`src/rtl/felix_pack_pkg.sv`:
```
// Shared constants and types for the FELIX TX lane packer.
package felix_pack_pkg;

   localparam logic [7:0]  K28_5         = 8'hBC;
   localparam logic [31:0] IDLE_WORD_DEF = {24'h000000, K28_5};
   localparam logic [3:0]  IDLE_K_DEF    = 4'b0001;

   localparam int WORD_W = 32;
   localparam int K_W    = 4;
   localparam int LANE_W = WORD_W + K_W;

   typedef enum logic {
      ST_EMPTY   = 1'b0,
      ST_PARTIAL = 1'b1
   } asm_state_t;

endpackage

```
`src/rtl/felix_sync_fifo.sv`:
```
// Single-clock first-word-fall-through FIFO holding completed packer beats.
// rdata reads as zero whenever the FIFO is empty.
module felix_sync_fifo #(
   parameter int WIDTH = 72,
   parameter int DEPTH = 8
) (
   input  logic                     clk,
   input  logic                     rst_n,
   input  logic                     push,
   input  logic [WIDTH-1:0]         wdata,
   input  logic                     pop,
   output logic [WIDTH-1:0]         rdata,
   output logic                     valid,
   output logic                     full,
   output logic [$clog2(DEPTH):0]   level
);

   localparam int AW = $clog2(DEPTH);
   localparam int LW = AW + 1;

   logic [WIDTH-1:0] mem [DEPTH];
   logic [AW-1:0]    wr_ptr;
   logic [AW-1:0]    rd_ptr;
   logic             do_push;
   logic             do_pop;

   assign valid   = (level != '0);
   assign full    = (level == LW'(DEPTH));
   assign do_push = push & ~full;
   assign do_pop  = pop & valid;
   assign rdata   = valid ? mem[rd_ptr] : '0;

   // Storage array; no reset needed since reads are gated by valid.
   always_ff @(posedge clk) begin
      if (do_push) mem[wr_ptr] <= wdata;
   end

   // Pointers and occupancy; simultaneous push and pop leaves level unchanged.
   always_ff @(posedge clk or negedge rst_n) begin
      if (!rst_n) begin
         wr_ptr <= '0;
         rd_ptr <= '0;
         level  <= '0;
      end else begin
         if (do_push) wr_ptr <= wr_ptr + AW'(1);
         if (do_pop)  rd_ptr <= rd_ptr + AW'(1);
         case ({do_push, do_pop})
            2'b10:   level <= level + LW'(1);
            2'b01:   level <= level - LW'(1);
            default: level <= level;
         endcase
      end
   end

endmodule

```
`src/rtl/felix_lane_packer.sv`:
```
// FELIX TX lane packer: assembles LANES 32-bit words (+4-bit K-flags) into
// one wide beat and queues completed beats in a FWFT FIFO.
// Optional build macro FELIX_PACK_FLUSH_EN enables idle-fill flushing of a
// partial beat after FLUSH_CYCLES idle cycles.
//
// state      | meaning
// -----------+-----------------------------------------------
// ST_EMPTY   | no words held, next accept lands in lane 0
// ST_PARTIAL | 1..LANES-1 words held, lane_q points at next lane
module felix_lane_packer
   import felix_pack_pkg::*;
#(
   parameter int          LANES        = 2,
   parameter int          DEPTH        = 8,
   parameter int          FLUSH_CYCLES = 16,
   parameter logic [31:0] IDLE_WORD    = IDLE_WORD_DEF,
   parameter logic [3:0]  IDLE_K       = IDLE_K_DEF
) (
   input  logic                        clk240,
   input  logic                        rst_n,
   input  logic [31:0]                 in_data,
   input  logic [3:0]                  in_k,
   input  logic                        in_valid,
   output logic                        in_ready,
   output logic [LANES*32-1:0]         out_data,
   output logic [LANES*4-1:0]          out_k,
   output logic                        out_valid,
   input  logic                        out_ready,
   output logic [$clog2(DEPTH):0]      fifo_level,
   output logic [15:0]                 flush_cnt
);

   localparam int LIW = $clog2(LANES);
   localparam int DW  = LANES * WORD_W;
   localparam int KW  = LANES * K_W;
   localparam int BW  = LANES * LANE_W;
   localparam logic [LIW-1:0] LAST_LANE = LIW'(LANES - 1);

   if (LANES < 2) begin : g_bad_lanes
      $error("felix_lane_packer: LANES must be at least 2");
   end
   if (DEPTH < 2 || (DEPTH & (DEPTH - 1)) != 0) begin : g_bad_depth
      $error("felix_lane_packer: DEPTH must be a power of two, at least 2");
   end
   if (FLUSH_CYCLES < 1) begin : g_bad_flush
      $error("felix_lane_packer: FLUSH_CYCLES must be at least 1");
   end

   asm_state_t     state_q, state_d;
   logic [LIW-1:0] lane_q, lane_d;
   logic [DW-1:0]  asm_data_q;
   logic [KW-1:0]  asm_k_q;
   logic [DW-1:0]  beat_data;
   logic [KW-1:0]  beat_k;
   logic           ready_q;
   logic           accept;
   logic           push;
   logic           flush_fire;
   logic           fifo_full;
   logic [BW-1:0]  fifo_rdata;

   // in_ready is held low through reset and the first edge after it; it
   // never depends on out_ready, so a pop at full frees space one cycle later.
   assign in_ready = ready_q & ~fifo_full;
   assign accept   = in_valid & in_ready;

   // Ready qualifier: low during reset, high from the first clock after.
   always_ff @(posedge clk240 or negedge rst_n) begin
      if (!rst_n) ready_q <= 1'b0;
      else        ready_q <= 1'b1;
   end

   // Assembler state, lane pointer and partial-beat register.
   always_ff @(posedge clk240 or negedge rst_n) begin
      if (!rst_n) begin
         state_q    <= ST_EMPTY;
         lane_q     <= '0;
         asm_data_q <= '0;
         asm_k_q    <= '0;
      end else begin
         state_q <= state_d;
         lane_q  <= lane_d;
         if (accept) begin
            asm_data_q <= beat_data;
            asm_k_q    <= beat_k;
         end
      end
   end

   // Next-state: a push (full beat or flush) always returns to lane 0.
   always_comb begin
      state_d = state_q;
      lane_d  = lane_q;
      if (push) begin
         state_d = ST_EMPTY;
         lane_d  = '0;
      end else if (accept) begin
         state_d = ST_PARTIAL;
         lane_d  = lane_q + LIW'(1);
      end
   end

   // Beat formation: merge the incoming word into its lane, or pad the
   // unfilled lanes with the idle symbol when flushing.
   always_comb begin
      beat_data = asm_data_q;
      beat_k    = asm_k_q;
      for (int i = 0; i < LANES; i++) begin
         if (accept && (LIW'(i) == lane_q)) begin
            beat_data[i*WORD_W +: WORD_W] = in_data;
            beat_k[i*K_W +: K_W]          = in_k;
         end else if (flush_fire && (LIW'(i) >= lane_q)) begin
            beat_data[i*WORD_W +: WORD_W] = IDLE_WORD;
            beat_k[i*K_W +: K_W]          = IDLE_K;
         end
      end
      push = (accept && (lane_q == LAST_LANE)) || flush_fire;
   end

`ifdef FELIX_PACK_FLUSH_EN
   localparam int CW = $clog2(FLUSH_CYCLES + 1);

   logic [CW-1:0] idle_q;
   logic [15:0]   flush_cnt_q;

   // Accept on the threshold cycle wins; a full FIFO holds the flush off.
   assign flush_fire = (state_q == ST_PARTIAL) && !accept &&
                       (idle_q == CW'(FLUSH_CYCLES)) && !fifo_full;
   assign flush_cnt  = flush_cnt_q;

   // Idle counter saturates at the threshold while waiting for FIFO space.
   always_ff @(posedge clk240 or negedge rst_n) begin
      if (!rst_n) begin
         idle_q <= '0;
      end else if ((state_q == ST_PARTIAL) && !accept) begin
         if (flush_fire)                        idle_q <= '0;
         else if (idle_q != CW'(FLUSH_CYCLES))  idle_q <= idle_q + CW'(1);
      end else begin
         idle_q <= '0;
      end
   end

   // Saturating count of flushed partial beats.
   always_ff @(posedge clk240 or negedge rst_n) begin
      if (!rst_n)                                    flush_cnt_q <= '0;
      else if (flush_fire && flush_cnt_q != 16'hFFFF) flush_cnt_q <= flush_cnt_q + 16'd1;
   end
`else
   assign flush_fire = 1'b0;
   assign flush_cnt  = '0;
`endif

   felix_sync_fifo #(
      .WIDTH (BW),
      .DEPTH (DEPTH)
   ) u_fifo (
      .clk   (clk240),
      .rst_n (rst_n),
      .push  (push),
      .wdata ({beat_k, beat_data}),
      .pop   (out_ready),
      .rdata (fifo_rdata),
      .valid (out_valid),
      .full  (fifo_full),
      .level (fifo_level)
   );

   assign out_data = fifo_rdata[DW-1:0];
   assign out_k    = fifo_rdata[BW-1 -: KW];

endmodule
```
`config.mk`:
```
export PLATFORM = sky130hd
export DESIGN_NAME = felix_lane_packer
export DESIGN_NICKNAME = d
export VERILOG_FILES = /design/src/rtl/felix_pack_pkg.sv /design/src/rtl/felix_sync_fifo.sv /design/src/rtl/felix_lane_packer.sv
export SDC_FILE = /design/constraint.sdc
export NUM_CORES = 1
export LEC_CHECK = 0
export ABC_AREA = 1
export CORE_MARGIN = 2
export CORE_UTILIZATION = 40
export CTS_CLUSTER_SIZE = 30
export DETAILED_ROUTE_END_ITERATION = 10
export PLACE_DENSITY = 0.59
export SLEW_MARGIN = 5
export SYNTH_ARGS = -nofsm -noshare
export SYNTH_HDL_FRONTEND = slang
export SYNTH_HIERARCHICAL = 1
export SYNTH_SLANG_ARGS = --single-unit
```
`constraint.sdc`:
```
create_clock -name clk240 -period 5.1 [get_ports clk240]
set_input_delay 0.765 -clock clk240 [delete_from_list [all_inputs] [get_ports clk240]]
set_output_delay 0.765 -clock clk240 [all_outputs]
set_load 0.005 [all_outputs]
```
==> impl_metrics.py, run 1 <==
metrics = {
    "status": {
        "status": "finished clean",
    },
    "clock_network": {
        "postCtsResizedCells": 0,
        "clock-sinks": 660,
        "postCtsHoldBufs": 0,
        "htreeDepth": 3,
        "clk_root_buffer_cell": "clkbuf_16",
        "post-cts-setup-buffers": 0,
        "cts_buffers": 71,
        "clockBufferDepth": 3,
        "cts_tree": "built",
        "path_clk_slew_ns": 0.06,
        "clk_latency_ns": 0.60,
    },
    "routing": {
        "drc": 0,
        "wl_um": 69460,
        "drtAntennaViolNets": 0,
        "avgViaCountPerCell": 5.501,
        "drt_iter0_drc": 1705,
        "wl_per_cell_um": 21.71,
        "first_pass_iters": 5,
        "vias": 17597,
    },
    "sta": {
        "final.setup.worst_slack_ns": 0.8356,
        "rsz0062_at_grt": "false",
        "fin_crit_ns": 4.264,
        "maxSlewHeadroom_pct": 7.085,
        "fin_skew_ns": 0.02284,
        "setup_viol": 0,
        "slew_violations": 0,
        "post-route-period-util_pct": 83.62,
        "hold_viol": 0,
        "tns_ns": 0,
        "fmax_ghz": 0.2345,
        "worst-slew-pin-transition_ns": 1.394,
    },
    "critical_path": {
        "worstPathMaxFanout": 246,
        "timing.critical_path.buf_inv": 2,
        "cp_slowest_cell": "buf_12",
        "max_stage_delay_ns": 0.64,
        "start_kind": "flop",
        "worstPathCellList": "buf_12, o21ai_0, o211ai_1, nand2_1, nor2_1, clkdlybuf4s50_1",
        "critPathArrivalTime_ns": 3.50,
        "criticalPathCategory": "flop to output pin",
        "crit_path_end_kind": "output pin",
        "cp.required_ns": 4.34,
        "cp_top_family": "buffers and inverters",
    },
    "yosys": {
        "yosysTopAreaCell": "edfxtp_1",
        "avgSynthCellArea_um2": 12.09,
        "ys_seq_elements": 660,
        "yosysWarnings": 6,
        "syn-cell-area_um2": 26630,
        "yosys.area.top_type_share_pct": 64.95,
        "synth_cell_type_count": 29,
        "synthTopCellsByArea": "edfxtp_1 65%, dfrtp_1 7.9%, nor2_1 7.3%",
        "syn_inst": 2202,
        "ys_seq_area_share_pct": 72.84,
    },
    "placement": {
        "dpl.hpwl_um": 37180,
        "port_buffers": 117,
        "dp_slack_ns": 1.537,
        "gp_congestion": 0.7722,
    },
    "layout": {
        "drive_above_1_share_pct": 6.381,
        "final_cell_mix": "576 x edfxtp_1, 508 x nor2_1, 316 x nand2_1",
        "regArea_um2": 19410,
        "fillers": 5874,
        "nets": 2323,
        "multi_input_area_um2": 6344,
        "final_common_cell": "edfxtp_1",
        "area_growth_pct": 15.07,
        "antenna_cells": 0,
    },
    "power_and_ir_drop": {
        "seqPwrFrac_pct": 38.8,
        "powerDensity_nw_per_um2": 628.1,
        "intPower_uw": 12410,
        "sw_frac_of_total_pct": 35.50,
        "cellLeakagePower_uw": 0.01111,
        "pwr-share-comb_pct": 36.3,
        "clockPowerShare_pct": 24.9,
        "p_switching_uw": 6834,
        "peakVddDrop_v": 0.0006511,
    },
    "die": {
        "die-area_um2": 68660,
        "die_h_um": 262.0,
        "num_rows": 94,
        "start_util_pct": 40.44,
        "coreArea_um2": 65860,
        "io_pins": 134,
        "die_w_um": 262.0,
    },
    "global_routing": {
        "grt_first_pass_wirelength_um": 105000,
        "grt_pass1_vias": 16996,
        "grt_start_max_net_pins": 247,
        "grtUsageTotal_pct": 20.39,
        "antenna_found_initial": 0,
        "overflow": 0,
    },
    "run": {
        "drv_cap": 0,
    },
    "worst_hold_path": {
        "holdCritPathClass": "input port to asynchronous set/reset pin",
    },
}
[cell families (layout without fill, tap and decap cells)]
kind of cell    Yosys count  count (layout)  synth area share [%]
simple gates            913             913                 13.65
flops                   660             660                 72.84
compound gates          437             437                 9.227
buf+inv                 179             297                 3.824
xor+xnor                  6               6                0.1974
fa+ha+maj                 5               5                0.2349
other cells               2              17               0.02820
[area by class of cell]
cell class              count  share of cell area, %
repair buffers            151                  5.120
multi-input cells        1378                  20.70
inverters                  16                 0.2205
flip-flops and latches    660                  63.34
clock inverters            28                 0.4736
well taps                 864                  3.528
clock buffers             102                  6.622
[registers in the layout, indices dropped and copies added, names as in the netlist]
name	count
u_fifo/mem	576
lane_q	1
u_fifo/wr_ptr	3
asm_k_q	8
u_fifo/level	4
ready_q	1
u_fifo/rd_ptr	3
asm_data_q	64
[worst paths after layout]
check | from | to | slack [ns] | cells past startpoint
min | rst_n | u_fifo/level[3] | 0.25 | 1
min in group clk240 | asm_data_q[22] | asm_data_q[22] | 0.46 | 2
min reg2reg | asm_data_q[22] | asm_data_q[22] | 0.46 | 2
max reg2reg | u_fifo/level[1] | u_fifo/mem[5][23] | 1.94 | 11
max | u_fifo/rd_ptr[0] | out_data[4] | 0.84 | 6
max in group asynchronous | rst_n | asm_data_q[37] | 3.83 | 2
[stage by stage]
stage	instance area, µm²	utilization [%]	cells	hold slack (ns)	power, µW
final	30650	46.53	3199	0.2463	19250
after global routing	30650	46.53	3199	0.2795	20440
after CTS	30650	46.53	3199	0.2529	19440
after detailed placement	28470	43.23	3069	0.4536	14620
after global placement	28470	43.23	3069	0.4481	14440
after floorplan	26690	-	2217	0.4367	11660
[per-layer routing]
layer  share of wire [%]  global-route usage (%)  up-vias
li1                    -                       -     7970
met1                  42                   28.46     8802
met2                  47                   32.32      704
met3                 8.1                   3.694      121
met4                 2.6                   6.968        0
met5                   0                       0        -
[cells in the mapped netlist, drive strengths merged]
library cell	number
a21oi	1
buf	112
clkbuf	51
clkinv	1
conb	2
dfrtp	84
edfxtp	576
ha	5
inv	15
nand2	317
nand3	4
nand4	74
nor2	517
o211ai	72
o21ai	292
o22ai	72
or2	1
xnor2	3
xor2	3
[power by group through the flow]
stage / sequential [µW] / clock, µW / combinational, µW
detailed placement: 7580 / 0 / 7050
floorplan: 7420 / 0 / 4240
finish: 7470 / 4800 / 6980
CTS: 7470 / 4880 / 7080
global placement: 7560 / 0 / 6880
global route: 7520 / 5110 / 7800
No activity file was read; power rests on OpenSTA's default activity.
==> run 2, diff against run 1 <==
==> constraint.sdc (replaced) <==
create_clock -name clk240 -period 3.6 [get_ports clk240]
set_input_delay 0.54 -clock clk240 [delete_from_list [all_inputs] [get_ports clk240]]
set_output_delay 0.54 -clock clk240 [all_outputs]
set_load 0.005 [all_outputs]
==> impl_metrics.py, run 2 (synthesis results as in run 1) <==
metrics = {
    "global_routing": {
        "grtUsageTotal_pct": 20.43,
        "grt_first_pass_wirelength_um": 104300,
        "antenna_found_initial": 3,
        "grt_start_max_net_pins": 124,
        "grt_pass1_vias": 16684,
        "overflow": 0,
    },
    "die": {
        "num_rows": 94,
        "die-area_um2": 68660,
        "die_w_um": 262.0,
        "coreArea_um2": 65860,
        "io_pins": 134,
        "die_h_um": 262.0,
        "start_util_pct": 40.44,
    },
    "layout": {
        "final_cell_mix": "576 x edfxtp_1, 505 x nor2_1, 316 x nand2_1",
        "fillers": 5806,
        "largest_reg_flops": 576,
        "final_common_cell": "edfxtp_1",
        "max_flop_register": "u_fifo/mem",
        "final_area_um2": 30980,
        "reg.largest.list": "u_fifo/mem: 576 flops, asm_data_q: 64 flops, asm_k_q: 8 flops",
        "nets": 2347,
        "drive_above_1_share_pct": 7.255,
        "area_growth_pct": 16.32,
    },
    "routing": {
        "wl_per_cell_um": 21.85,
        "avgViaCountPerCell": 5.451,
        "drt_iter0_drc": 1651,
        "first_pass_iters": 6,
        "drc": 0,
        "drtAntennaViolNets": 0,
        "wl_um": 70440,
        "vias": 17573,
    },
    "critical_path": {
        "max_stage_delay_ns": 0.62,
        "reg2reg_depth": 11,
        "critPathArrivalTime_ns": 2.99,
        "regToRegEndpoint": "u_fifo/mem[7][49]",
        "crit_path_start": "u_fifo/rd_ptr[1]",
        "start_kind": "flop",
        "worstPathMaxFanout": 57,
        "cp_slowest_cell": "dfrtp_4",
        "cp.required_ns": 3.06,
        "cp_common_cell": "nor2_1",
        "cp_top_family": "buffers and inverters",
        "timing.critical_path.buf_inv": 3,
        "r2r-start": "u_fifo/level[1]",
        "rrSetupSlack_ns": 0.80,
        "crit_path_end_kind": "output pin",
        "criticalPathCategory": "flop to output pin",
        "worstPathCellList": "inv_2, buf_12, o21ai_0, o22ai_1, nor2_1, nor2_1, clkdlybuf4s50_1",
    },
    "sta": {
        "hold_viol": 3,
        "fin_skew_ns": 0.02441,
        "maxSlewHeadroom_pct": 44.74,
        "post-route-period-util_pct": 97.99,
        "worst-slew-pin-transition_ns": 0.8289,
        "finalHoldWorstSlack_ns": -0.0007846,
        "slew_violations": 0,
        "rsz0062_at_grt": "true",
        "fin_crit_ns": 3.528,
        "tns_ns": 0,
        "fmax_ghz": 0.2835,
        "setup_viol": 0,
    },
    "status": {
        "violations": "hold timing",
        "status": "finished with violations",
    },
    "placement": {
        "gp_congestion": 0.7953,
        "placed_cell_area_um2": 28750,
        "port_buffers": 117,
        "dpl.hpwl_um": 39110,
    },
    "clock_network": {
        "cts_tree": "built",
        "path_clk_slew_ns": 0.06,
        "postCtsHoldBufs": 0,
        "clk_root_buffer_cell": "clkbuf_16",
        "cts_buffers": 70,
        "clockBufferDepth": 3,
        "htreeDepth": 3,
        "clock-sinks": 660,
        "clk_latency_ns": 0.62,
    },
    "worst_hold_path": {
        "holdCritPathClass": "input port to asynchronous set/reset pin",
    },
    "power_and_ir_drop": {
        "peakVddDrop_v": 0.0004631,
        "powerDensity_nw_per_um2": 892.5,
        "cellLeakagePower_uw": 0.01125,
    },
    "run": {
        "drv_cap": 0,
    },
}
run 2: how the worst max path moves through the flow:
| stage | to | slack (ns) | cells after the start |
|---|---|---|---|
| detailed placement | out_data[13] | 0.66 | 7 |
| CTS | out_data[60] | 0.02 | 7 |
| global route | out_data[27] | -0.03 | 8 |
| global placement | out_data[13] | 0.60 | 9 |
| floorplan | u_fifo/mem[4][0] | -0.33 | 10 |
| finish | out_data[60] | 0.07 | 7 |
run 2: final cells by class:
class | instances | area (µm²) | area share, %
sequential | 660 | 19410 | 62.66
multi-input combinational | 1378 | 6351 | 20.50
timing repair buffer | 176 | 1937 | 6.252
clock buffer | 102 | 1922 | 6.204
tap | 864 | 1081 | 3.490
clock inverter | 25 | 197.7 | 0.6382
inverter | 16 | 72.57 | 0.2343
antenna | 3 | 7.507 | 0.02423
run 2: where the power goes:
part | total, µW | internal [µW] | switching [µW]
combinational | 10400 | 3770 | 6580
clock | 6740 | 3810 | 2930
sequential | 10600 | 10200 | 381
total | 27600 | 17800 | 9890
run 2: per-stage QoR:
stage | cells | setup slack (ns) | power, µW | utilization [%]
2_1_floorplan | 2217 | -0.3262 | 16520 | -
3_3_place_gp | 3091 | 0.6012 | 20710 | 43.65
3_5_place_dp | 3091 | 0.6610 | 20920 | 43.65
4_1_cts | 3219 | 0.01807 | 27700 | 46.90
5_1_grt | 3221 | -0.02538 | 29230 | 47.02
6_report | 3224 | 0.07244 | 27650 | 47.03
run 2: repair_timing:
action / CTS / global route
gates cloned: 0 / 1
buffers inserted: 1 / 1
resized for setup: 1 / 8
setup endpoints to repair: 1 / 25
pin swaps: 0 / 0
run 2: per-layer routing:
metal	part of all wire [%]	global-route usage [%]	wire, µm
met1	43	28.60	30510
met2	47	31.96	33050
met3	7.6	4.832	5382
met4	2.1	5.901	1475
met5	0.033	0	23
==> run 3, diff against run 2 <==
--- a/config.mk
+++ b/config.mk
@@ -6,6 +6,8 @@
 export NUM_CORES = 1
 export LEC_CHECK = 0
 export ABC_AREA = 1
+export ABC_CLOCK_PERIOD_IN_PS = 3600
+export CORE_ASPECT_RATIO = 0.6
 export CORE_MARGIN = 2
 export CORE_UTILIZATION = 40
 export CTS_CLUSTER_SIZE = 30
==> impl_metrics.py, run 3 (synthesis results as in run 1) <==
metrics = {
    "status": {
        "status": "finished with violations",
        "violations": "hold timing",
    },
    "sta": {
        "fin_skew_ns": 0.01388,
        "post-route-period-util_pct": 97.72,
        "finalHoldWorstSlack_ns": -0.003965,
        "setup_viol": 0,
        "fmax_ghz": 0.2842,
        "tns_ns": 0,
        "worst-slew-pin-transition_ns": 0.9038,
        "slew_violations": 0,
        "hold_viol": 4,
        "rsz0062_at_grt": "false",
        "maxSlewHeadroom_pct": 39.74,
        "fin_crit_ns": 3.518,
    },
    "placement": {
        "dpl.hpwl_um": 41520,
        "gp_congestion": 0.7936,
        "port_buffers": 117,
    },
    "routing": {
        "wl_um": 71510,
        "drc": 0,
        "drtAntennaViolNets": 0,
        "drt_iter0_drc": 1860,
        "vias": 17398,
        "avgViaCountPerCell": 5.355,
        "wl_per_cell_um": 22.01,
        "first_pass_iters": 5,
    },
    "layout": {
        "reg.largest.list": "u_fifo/mem: 576 flops, asm_data_q: 64 flops, asm_k_q: 8 flops",
        "nets": 2344,
        "max_flop_register": "u_fifo/mem",
        "drive_above_1_share_pct": 7.791,
        "final_common_cell": "edfxtp_1",
        "area_growth_pct": 16.61,
        "regArea_um2": 19410,
        "largest_reg_flops": 576,
        "multi_input_area_um2": 6362,
        "final_cell_mix": "576 x edfxtp_1, 503 x nor2_1, 316 x nand2_1",
        "antenna_cells": 0,
        "fillers": 5823,
        "final_util_pct": 47.03,
    },
    "power_and_ir_drop": {
        "power_uw": 27870,
        "pwr-share-comb_pct": 38.0,
        "clockPowerShare_pct": 24.1,
        "powerDensity_nw_per_um2": 897.5,
        "p_switching_uw": 9915,
        "seqPwrFrac_pct": 37.8,
        "peakVddDrop_v": 0.0004787,
        "sw_frac_of_total_pct": 35.57,
        "intPower_uw": 17960,
        "cellLeakagePower_uw": 0.01127,
    },
    "global_routing": {
        "grtUsageTotal_pct": 20.77,
        "grt_first_pass_wirelength_um": 106300,
        "grt_pass1_vias": 16445,
        "overflow": 0,
        "grt_start_max_net_pins": 116,
        "antenna_found_initial": 1,
    },
    "clock_network": {
        "clk_root_buffer_cell": "clkbuf_16",
        "htreeDepth": 2,
        "clockBufferDepth": 3,
        "cts_tree": "built",
        "clk_latency_ns": 0.63,
        "clock-sinks": 660,
        "postCtsHoldBufs": 0,
        "path_clk_slew_ns": 0.06,
        "cts_buffers": 60,
    },
    "critical_path": {
        "rrSetupSlack_ns": 0.80,
        "cp.required_ns": 3.06,
        "endpoint": "out_data[45]",
        "criticalPathCategory": "flop to output pin",
        "critPathArrivalTime_ns": 2.98,
        "crit_path_start": "u_fifo/rd_ptr[0]",
        "r2r-start": "u_fifo/level[0]",
        "start_kind": "flop",
        "worstPathMaxFanout": 13,
        "regToRegEndpoint": "u_fifo/mem[1][62]",
        "reg2reg_depth": 11,
        "crit_path_end_kind": "output pin",
    },
    "die": {
        "die_h_um": 203.9,
        "die_w_um": 337.1,
        "io_pins": 134,
        "die-area_um2": 68730,
        "start_util_pct": 40.33,
        "coreArea_um2": 66040,
        "num_rows": 73,
    },
    "worst_hold_path": {
        "holdCritPathClass": "input port to asynchronous set/reset pin",
    },
    "run": {
        "drv_cap": 0,
    },
}
## run 3: cell types whose count changed in the layout (fill, tap and decap cells not counted), sizes merged
cell,before,now
buf,60,68
diode,3,0
clkbuf,103,91
clkinv,17,9
clkinvlp,2,4
inv,21,16
bufinv,1,8
## run 3: metal layers
metal | global-route usage [%] | wire length [µm] | vias to the layer above | part of all wire [%]
li1 | - | - | 8019 | -
met3 | 5.304 | 6490 | 74 | 9.1
met2 | 29.77 | 30840 | 654 | 43
met1 | 31.41 | 32910 | 8651 | 46
met4 | 5.182 | 1267 | 0 | 1.8
met5 | 0 | 0 | - | 0
## run 3: worst min path at each step
stage,to,slack (ns),start,depth (start not counted)
floorplan,asm_data_q[0],0.24,rst_n,0
global placement,asm_data_q[17],0.45,asm_data_q[17],2
detailed placement,asm_data_q[23],0.45,asm_data_q[23],2
CTS,u_fifo/level[3],0.04,rst_n,1
global route,u_fifo/level[0],0.06,rst_n,1
finish,u_fifo/level[0],-0.004,rst_n,1
## run 3: critical path: stages (launching register included)
cell             delay (ns)
dfrtp_4                0.58
buf_4                  0.23
buf_4                  0.21
o21ai_0                0.11
o211ai_1               0.17
nand2_1                0.06
nor2_1                 0.37
clkdlybuf4s50_1        0.60
## run 3: cell type report
class | instances | area share, %
clock inverter | 21 | 1.003
timing repair buffer | 183 | 6.475
multi-input combinational | 1378 | 20.49
tap | 900 | 3.626
inverter | 16 | 0.2377
sequential | 660 | 62.50
clock buffer | 91 | 5.669
## run 3: metrics by stage
stage	setup WS (ns)	area (µm²)	std cells
floorplan	-0.3262	26730	2217
global placement	0.6328	28850	3130
detailed placement	0.5751	28850	3130
CTS	0.01288	30960	3243
global route	0.003580	31050	3249
finish	0.08190	31050	3249
## run 3: power groups by stage
stage                     registers (µW)  logic (µW)  clock network, µW
final                              10500       10600               6720
after detailed placement           10800       10300                  0
after floorplan                    10500        6030                  0
after global routing               10600       11800               7130
after global placement             10800       10100                  0
after CTS                          10600       10500               6820
## run 3: timing repair
item                       4_1_cts  5_1_grt
gates cloned                     0        0
setup endpoints to repair       29       30
buffers inserted                 1        6
gates resized for setup          4        7
